[config.mk]
export PLATFORM = sky130hd
export DESIGN_NAME = yuv_stream_packer
export DESIGN_NICKNAME = d
export VERILOG_FILES = /design/src/rtl/yuv_packer_pkg.sv /design/src/rtl/yuv_pack_fifo.sv /design/src/rtl/yuv_stream_packer.sv
export SDC_FILE = /design/constraint.sdc
export NUM_CORES = 1
export LEC_CHECK = 0
export CORE_ASPECT_RATIO = 0.75
export CORE_MARGIN = 2
export CORE_UTILIZATION = 56
export DETAILED_ROUTE_END_ITERATION = 10
export GPL_ROUTABILITY_DRIVEN = 0
export PLACE_DENSITY = 0.85
export SLEW_MARGIN = 0
export SYNTH_ARGS = -nofsm -noshare
export SYNTH_HDL_FRONTEND = slang
export SYNTH_SLANG_ARGS = --single-unit
[constraint.sdc]
create_clock -name pixel_clk_i -period 18.5 [get_ports pixel_clk_i]
set_clock_uncertainty 0.2 [all_clocks]
set_input_delay 3.7 -clock pixel_clk_i [delete_from_list [all_inputs] [get_ports pixel_clk_i]]
set_output_delay 3.7 -clock pixel_clk_i [all_outputs]
set_load 0.03 [all_outputs]
[src/rtl/yuv_packer_pkg.sv]
// Shared types and constants for the YUYV stream packer.
package yuv_packer_pkg;

  localparam int PIX_W    = 16;
  localparam int WORD_PIX = 4;
  localparam int WORD_W   = PIX_W * WORD_PIX;

  typedef enum logic [1:0] {IDLE, ACTIVE, FLUSH} packer_state_t;

  typedef struct packed {
    logic [WORD_W-1:0] data;
    logic              sof;
    logic              eof;
  } packed_word_t;

  function automatic logic mask_legal(input logic [3:0] m);
    return (m == 4'b0000) || (m == 4'b0001) || (m == 4'b0011) || (m == 4'b1111);
  endfunction

  function automatic logic [2:0] mask_count(input logic [3:0] m);
    case (m)
      4'b0001: return 3'd1;
      4'b0011: return 3'd2;
      4'b1111: return 3'd4;
      default: return 3'd0;
    endcase
  endfunction

endpackage

[src/rtl/yuv_pack_fifo.sv]
// Synchronous FIFO of packed words; a push when full succeeds only alongside a pop.
module yuv_pack_fifo
  import yuv_packer_pkg::*;
#(
  parameter int DEPTH = 8
) (
  input  logic                     pixel_clk_i,
  input  logic                     reset_i,
  input  logic                     push,
  input  packed_word_t             push_word,
  input  logic                     pop,
  output packed_word_t             pop_word,
  output logic [$clog2(DEPTH):0]   count,
  output logic                     full,
  output logic                     empty
);

  localparam int AW = $clog2(DEPTH);

  packed_word_t    mem [DEPTH];
  logic [AW-1:0]   wr_ptr, rd_ptr;
  logic            do_push, do_pop;

  assign empty   = (count == '0);
  assign full    = (count == (AW+1)'(DEPTH));
  assign do_pop  = pop && !empty;
  assign do_push = push && (!full || do_pop);
  assign pop_word = mem[rd_ptr];

  always_ff @(posedge pixel_clk_i) begin
    if (reset_i) begin
      wr_ptr <= '0;
      rd_ptr <= '0;
      count  <= '0;
    end else begin
      if (do_push) wr_ptr <= wr_ptr + AW'(1);
      if (do_pop)  rd_ptr <= rd_ptr + AW'(1);
      count <= count + (AW+1)'(do_push) - (AW+1)'(do_pop);
    end
  end

  // storage has no reset; occupancy is tracked by count
  always_ff @(posedge pixel_clk_i) begin
    if (do_push) mem[wr_ptr] <= push_word;
  end

endmodule

[src/rtl/yuv_stream_packer.sv]
// Packs 1/2/4-pixel YUYV beats into 64-bit words with SOF/EOF tags and buffers them.
//
// state  | meaning
// IDLE   | no frame; pixels here are protocol errors
// ACTIVE | accumulating pixels, pushing the staged word as each new word completes
// FLUSH  | frame ended; drain staged word then partial word, then count the frame
module yuv_stream_packer
  import yuv_packer_pkg::*;
#(
  parameter int FIFO_DEPTH   = 8,
  parameter int AFULL_THRESH = 5,
  parameter int FCNT_W       = 16
) (
  input  logic              pixel_clk_i,
  input  logic              reset_i,
  input  logic              frame_valid_i,
  input  logic [63:0]       yuv_data_i,
  input  logic [3:0]        yuv_data_valid_i,
  output logic [63:0]       m_data_o,
  output logic              m_valid_o,
  input  logic              m_ready_i,
  output logic              m_sof_o,
  output logic              m_eof_o,
  output logic              stall_o,
  output logic              overflow_o,
  output logic              proto_err_o,
  output logic [FCNT_W-1:0] frame_count_o
);

  localparam int AW = $clog2(FIFO_DEPTH);

  packer_state_t     state_q, state_d;
  logic [47:0]       acc_q, acc_d;
  logic [1:0]        acc_cnt_q, acc_cnt_d;
  logic [63:0]       stage_q, stage_d;
  logic              stage_vld_q, stage_vld_d;
  logic              sof_pend_q, sof_pend_d;
  logic              ovf_q, ovf_d;
  logic              perr_q, perr_d;
  logic [FCNT_W-1:0] fcnt_q, fcnt_d;
  logic              stall_q;

  logic              fifo_push, fifo_pop, fifo_full, fifo_empty, can_push;
  packed_word_t      push_word, pop_word;
  logic [AW:0]       fifo_count;

  logic              mask_ok, pix_seen;
  logic [2:0]        n_pix, total;
  logic [63:0]       pix_mask;
  logic [111:0]      merged;

  assign mask_ok  = mask_legal(yuv_data_valid_i);
  assign pix_seen = |yuv_data_valid_i;
  assign n_pix    = mask_count(yuv_data_valid_i);
  assign total    = {1'b0, acc_cnt_q} + n_pix;
  assign pix_mask = {{16{yuv_data_valid_i[3]}}, {16{yuv_data_valid_i[2]}},
                     {16{yuv_data_valid_i[1]}}, {16{yuv_data_valid_i[0]}}};
  // new pixels land directly above the ones already held; unused slots stay zero
  assign merged   = {64'b0, acc_q} | ({48'b0, yuv_data_i & pix_mask} << {acc_cnt_q, 4'b0000});

  assign fifo_pop = m_ready_i && !fifo_empty;
  assign can_push = !fifo_full || fifo_pop;

  always_comb begin
    state_d     = state_q;
    acc_d       = acc_q;
    acc_cnt_d   = acc_cnt_q;
    stage_d     = stage_q;
    stage_vld_d = stage_vld_q;
    sof_pend_d  = sof_pend_q;
    ovf_d       = ovf_q;
    perr_d      = perr_q || !mask_ok;
    fcnt_d      = fcnt_q;
    fifo_push   = 1'b0;
    push_word   = '0;
    case (state_q)
      IDLE: begin
        if (pix_seen) perr_d = 1'b1;
        if (frame_valid_i) begin
          state_d    = ACTIVE;
          sof_pend_d = 1'b1;
        end
      end
      ACTIVE: begin
        if (mask_ok && pix_seen) begin
          if (total >= 3'd4) begin
            if (stage_vld_q) begin
              fifo_push      = 1'b1;
              push_word.data = stage_q;
              push_word.sof  = sof_pend_q;
              sof_pend_d     = 1'b0;
              if (!can_push) ovf_d = 1'b1;
            end
            stage_d     = merged[63:0];
            stage_vld_d = 1'b1;
            acc_d       = merged[111:64];
            acc_cnt_d   = total[1:0];
          end else begin
            acc_d     = merged[47:0];
            acc_cnt_d = total[1:0];
          end
        end
        if (!frame_valid_i) state_d = FLUSH;
      end
      FLUSH: begin
        if (pix_seen) perr_d = 1'b1;
        if (stage_vld_q) begin
          fifo_push      = 1'b1;
          push_word.data = stage_q;
          push_word.sof  = sof_pend_q;
          push_word.eof  = (acc_cnt_q == 2'd0);
          if (can_push) begin
            stage_vld_d = 1'b0;
            sof_pend_d  = 1'b0;
          end
        end else if (acc_cnt_q != 2'd0) begin
          fifo_push      = 1'b1;
          push_word.data = {16'b0, acc_q};
          push_word.sof  = sof_pend_q;
          push_word.eof  = 1'b1;
          if (can_push) begin
            acc_d      = '0;
            acc_cnt_d  = '0;
            sof_pend_d = 1'b0;
          end
        end else begin
          fcnt_d = fcnt_q + FCNT_W'(1);
          if (frame_valid_i) begin
            state_d    = ACTIVE;
            sof_pend_d = 1'b1;
          end else begin
            state_d = IDLE;
          end
        end
      end
      default: state_d = IDLE;
    endcase
  end

  always_ff @(posedge pixel_clk_i) begin
    if (reset_i) begin
      state_q     <= IDLE;
      acc_q       <= '0;
      acc_cnt_q   <= '0;
      stage_q     <= '0;
      stage_vld_q <= 1'b0;
      sof_pend_q  <= 1'b0;
      ovf_q       <= 1'b0;
      perr_q      <= 1'b0;
      fcnt_q      <= '0;
      stall_q     <= 1'b0;
    end else begin
      state_q     <= state_d;
      acc_q       <= acc_d;
      acc_cnt_q   <= acc_cnt_d;
      stage_q     <= stage_d;
      stage_vld_q <= stage_vld_d;
      sof_pend_q  <= sof_pend_d;
      ovf_q       <= ovf_d;
      perr_q      <= perr_d;
      fcnt_q      <= fcnt_d;
      stall_q     <= (fifo_count >= (AW+1)'(AFULL_THRESH));
    end
  end

  yuv_pack_fifo #(.DEPTH(FIFO_DEPTH)) u_fifo (
    .pixel_clk_i (pixel_clk_i),
    .reset_i     (reset_i),
    .push        (fifo_push),
    .push_word   (push_word),
    .pop         (fifo_pop),
    .pop_word    (pop_word),
    .count       (fifo_count),
    .full        (fifo_full),
    .empty       (fifo_empty)
  );

  // stale storage is masked so outputs read zero while the FIFO is empty
  assign m_valid_o     = !fifo_empty;
  assign m_data_o      = fifo_empty ? '0 : pop_word.data;
  assign m_sof_o       = !fifo_empty && pop_word.sof;
  assign m_eof_o       = !fifo_empty && pop_word.eof;
  assign stall_o       = stall_q;
  assign overflow_o    = ovf_q;
  assign proto_err_o   = perr_q;
  assign frame_count_o = fcnt_q;

endmodule
==> reports/metrics.cfg <==
[timing]
fin_crit_ps = 8960
fin_crit_sh_pct = 48.4
setup_viol = 0
rsz0062_at_grt = no
relSlewSlack_pct = 10.5
slew_violations = 0
setup_tns_ps = 0
worst_slew_pin_slew_ps = 1340
fmax_mhz = 112
finalHoldViolCount = 0

[placement]
port_buffers = 157
place_area_um2 = 30600
dpl.hpwl_mm = 45.5

[critical_path]
arrival_ps = 9000
cpPeakStageDelay_ps = 1080
cp_top_family = buffers and inverters
cp-end-kind = flip-flop
crit_top_cell = buf_4
worstSetupPathType = input pin to flip-flop
crit_buf_inv = 4
startpoint_type = input pin
critPathMaxFanout = 49
worstPathCellList = clkdlybuf4s50_1 > or3b_4 > nor2_1 > ha_1 > inv_1 > fa_1 > nor3_2 > o2111a_1 > o211ai_2 > nor4b_2 > buf_4 > buf_4
slowest_stage = clkdlybuf4s50_1
crit_required_ps = 18540

[global_routing]
grt-ovfl-total = 0
antenna_found_initial = 3
grtUsageTotal_pct = 28.8
grt_start_max_net_pins = 116
grt_pass1_wl_mm = 113
grt_pass1_vias = 18100

[finish]
register_area_um2 = 18900
fill_cells = 3357
drive_gt1_share_pct = 13.3
finalInstanceArea_um2 = 32500
multi_input_area_um2 = 8970
layout.nets = 2154
area_growth_syn_to_layout_pct = 14.3

[power]
power.density_nw_per_um2 = 131
power.leakage_uw = 0.0108
peakVddDrop_v = 0.0000948

[route]
wire_per_inst_um = 27.1
drt_iter0_markers = 2846
ant_nets = 0
num_vias = 18600
first_pass_iters = 9
drt-total-wl_mm = 75.3
vias_per_cell = 6.71
drc = 0

[clocking]
cts_sinks = 678
postCtsHoldBufs = 0
cts_buffers = 60
post_cts_resized = 0
cts_tree = done
cts_setup_buffers = 0
clockBufferDepth = 3
clockRootBuffer = clkbuf_16
path_clk_slew_ps = 70
cts_max_level = 2
worstSkewPairLatency_ps = 630

[floorplanning]
die_h_um = 199
rows = 71
num_io_pins = 158
die_w_um = 264
dieArea_um2 = 52600
start_util_pct = 56.7
coreArea_um2 = 50200

[worst_hold_path]
hold_class = flip-flop to flip-flop

[logic_synthesis]
synth_area_um2 = 28400
ys_seq_area_share_pct = 66.3
yosysWarnings = 0
synthArstFlopShare_pct = 0
synth_flop_cell = edfxtp_1
synth_edf_count = 528
synth-seq-cells = 678
syn_avg_cell_area_um2 = 14.5
synth_cell_types = 60
synth_fp_nets = 2055
netlist_instances = 1965

[flow_run]
drv_cap = 0

[status]
outcome = completed

-- cells in the final DEF, fill, tap and decap left out, types with 4 or more instances in the layout --
master           instances
a211oi_1                60
a21oi_1                 47
a221oi_1                16
a22o_1                  35
a22oi_1                 53
a31oi_1                  4
and2_1                   5
and3_1                  21
buf_4                   33
bufinv_16                6
clkbuf_1                22
clkbuf_16               60
clkdlybuf4s50_1        156
clkinv_1                10
clkinv_2                 7
dfxtp_1                145
edfxtp_1               528
ha_1                    16
inv_1                   19
inv_2                    4
mux2i_1                 75
mux4_2                 132
nand2_1                103
nand2b_1                 6
nand3_1                 72
nand4_1                 19
nor2_1                 218
nor3_1                  23
o211ai_1                32
o21ai_0                 80
o21ai_1                  8
o21bai_1                 5
o22ai_1                 10
or3_1                    9
xnor2_1                  9
xor2_1                   7
-- path summary, 6_finish.rpt --
check | to | slack (ps) | cells after the start | start
min | stage_q[48] | 270 | 2 | stage_q[48]
min reg2reg | stage_q[48] | 270 | 2 | stage_q[48]
max | u_fifo.mem[2][36] | 9540 | 12 | yuv_data_valid_i[0]
max reg2reg | u_fifo.mem[2][36] | 13250 | 10 | acc_cnt_q[0]
-- kinds of logic (layout without fill, tap and decap cells) --
kind of cell	after synthesis	count (layout)	synth area share (%)
flip-flops	678	678	66.3
adder cells (fa/ha/maj)	18	18	0.845
XOR/XNOR	18	18	0.581
multiplexers	207	207	13.1
AND/OR/NAND/NOR	500	500	7.83
other	0	2	0
buffers and inverters	176	326	2.53
AO/OA/AOI/OAI	368	368	8.83
-- sequential cells by signal, indices dropped and copies added, names as in the netlist, named ones only --
register / flops
frame_count_o: 16
state_q: 2
sof_pend_q: 1
u_fifo.wr_ptr: 3
u_fifo.mem: 528
stage_q: 64
acc_cnt_q: 2
acc_q: 48
u_fifo.count: 4
u_fifo.rd_ptr: 3
stage_vld_q: 1
overflow_o: 1
proto_err_o: 1
stall_o: 1
-- through the flow --
stage / std cells / util, % / hold WS (ps) / setup WS (ps) / power, uW
3_3_place_gp: 2659 / 60.9 / 243 / 9100 / 3030
4_1_cts: 2772 / 64.8 / 263 / 9560 / 4270
2_1_floorplan: 1965 / - / 227 / 5010 / 2560
5_1_grt: 2773 / 64.8 / 279 / 9340 / 4400
6_report: 2774 / 64.8 / 269 / 9540 / 4250
3_5_place_dp: 2659 / 60.9 / 255 / 8930 / 3050
-- synthesized netlist by cell type (25+ instances only) --
master	n	area share, %
nand2_1	103	1.4
a21oi_1	47	0.83
o211ai_1	32	0.84
a211oi_1	60	1.6
mux2i_1	75	2.6
mux4_2	132	10
a22o_1	35	1.1
buf_2	38	0.67
clkbuf_1	97	1.3
a22oi_1	53	1.4
o21ai_0	80	1.4
nand3_1	72	1.3
edfxtp_1	528	56
nor2_1	221	2.9
dfxtp_1	150	11
nor3_1	25	0.44
-- power breakdown --
group	total (uW)	switching (uW)	internal [uW]
registers	1670	28.7	1640
clock network	1240	550	691
logic	1340	785	555
-- layer usage --
metal  global-route usage [%]  up-vias  share of wire [%]
li1                         -     7850                  -
met1                     40.1     9231                 38
met2                     44.6     1320                 46
met3                     7.90      206                 12
met4                     8.21        6                3.2
met5                     4.75        -               0.46
-- layout make-up --
| cell class | instances | share of cell area, % |
|---|---|---|
| antenna | 2 | 0.0154 |
| clock buffer | 83 | 4.91 |
| clock inverter | 30 | 1.04 |
| inverter | 23 | 0.265 |
| multi-input combinational | 1111 | 27.6 |
| sequential | 678 | 58.0 |
| tap | 657 | 2.53 |
| timing repair buffer | 190 | 5.63 |
-- worst min-delay path, stage by stage, from the launching register on --
cell and delay (ps):
dfxtp_1 310, nand2_1 60, a21oi_1 50
No activity file was read; power rests on OpenSTA's default activity.
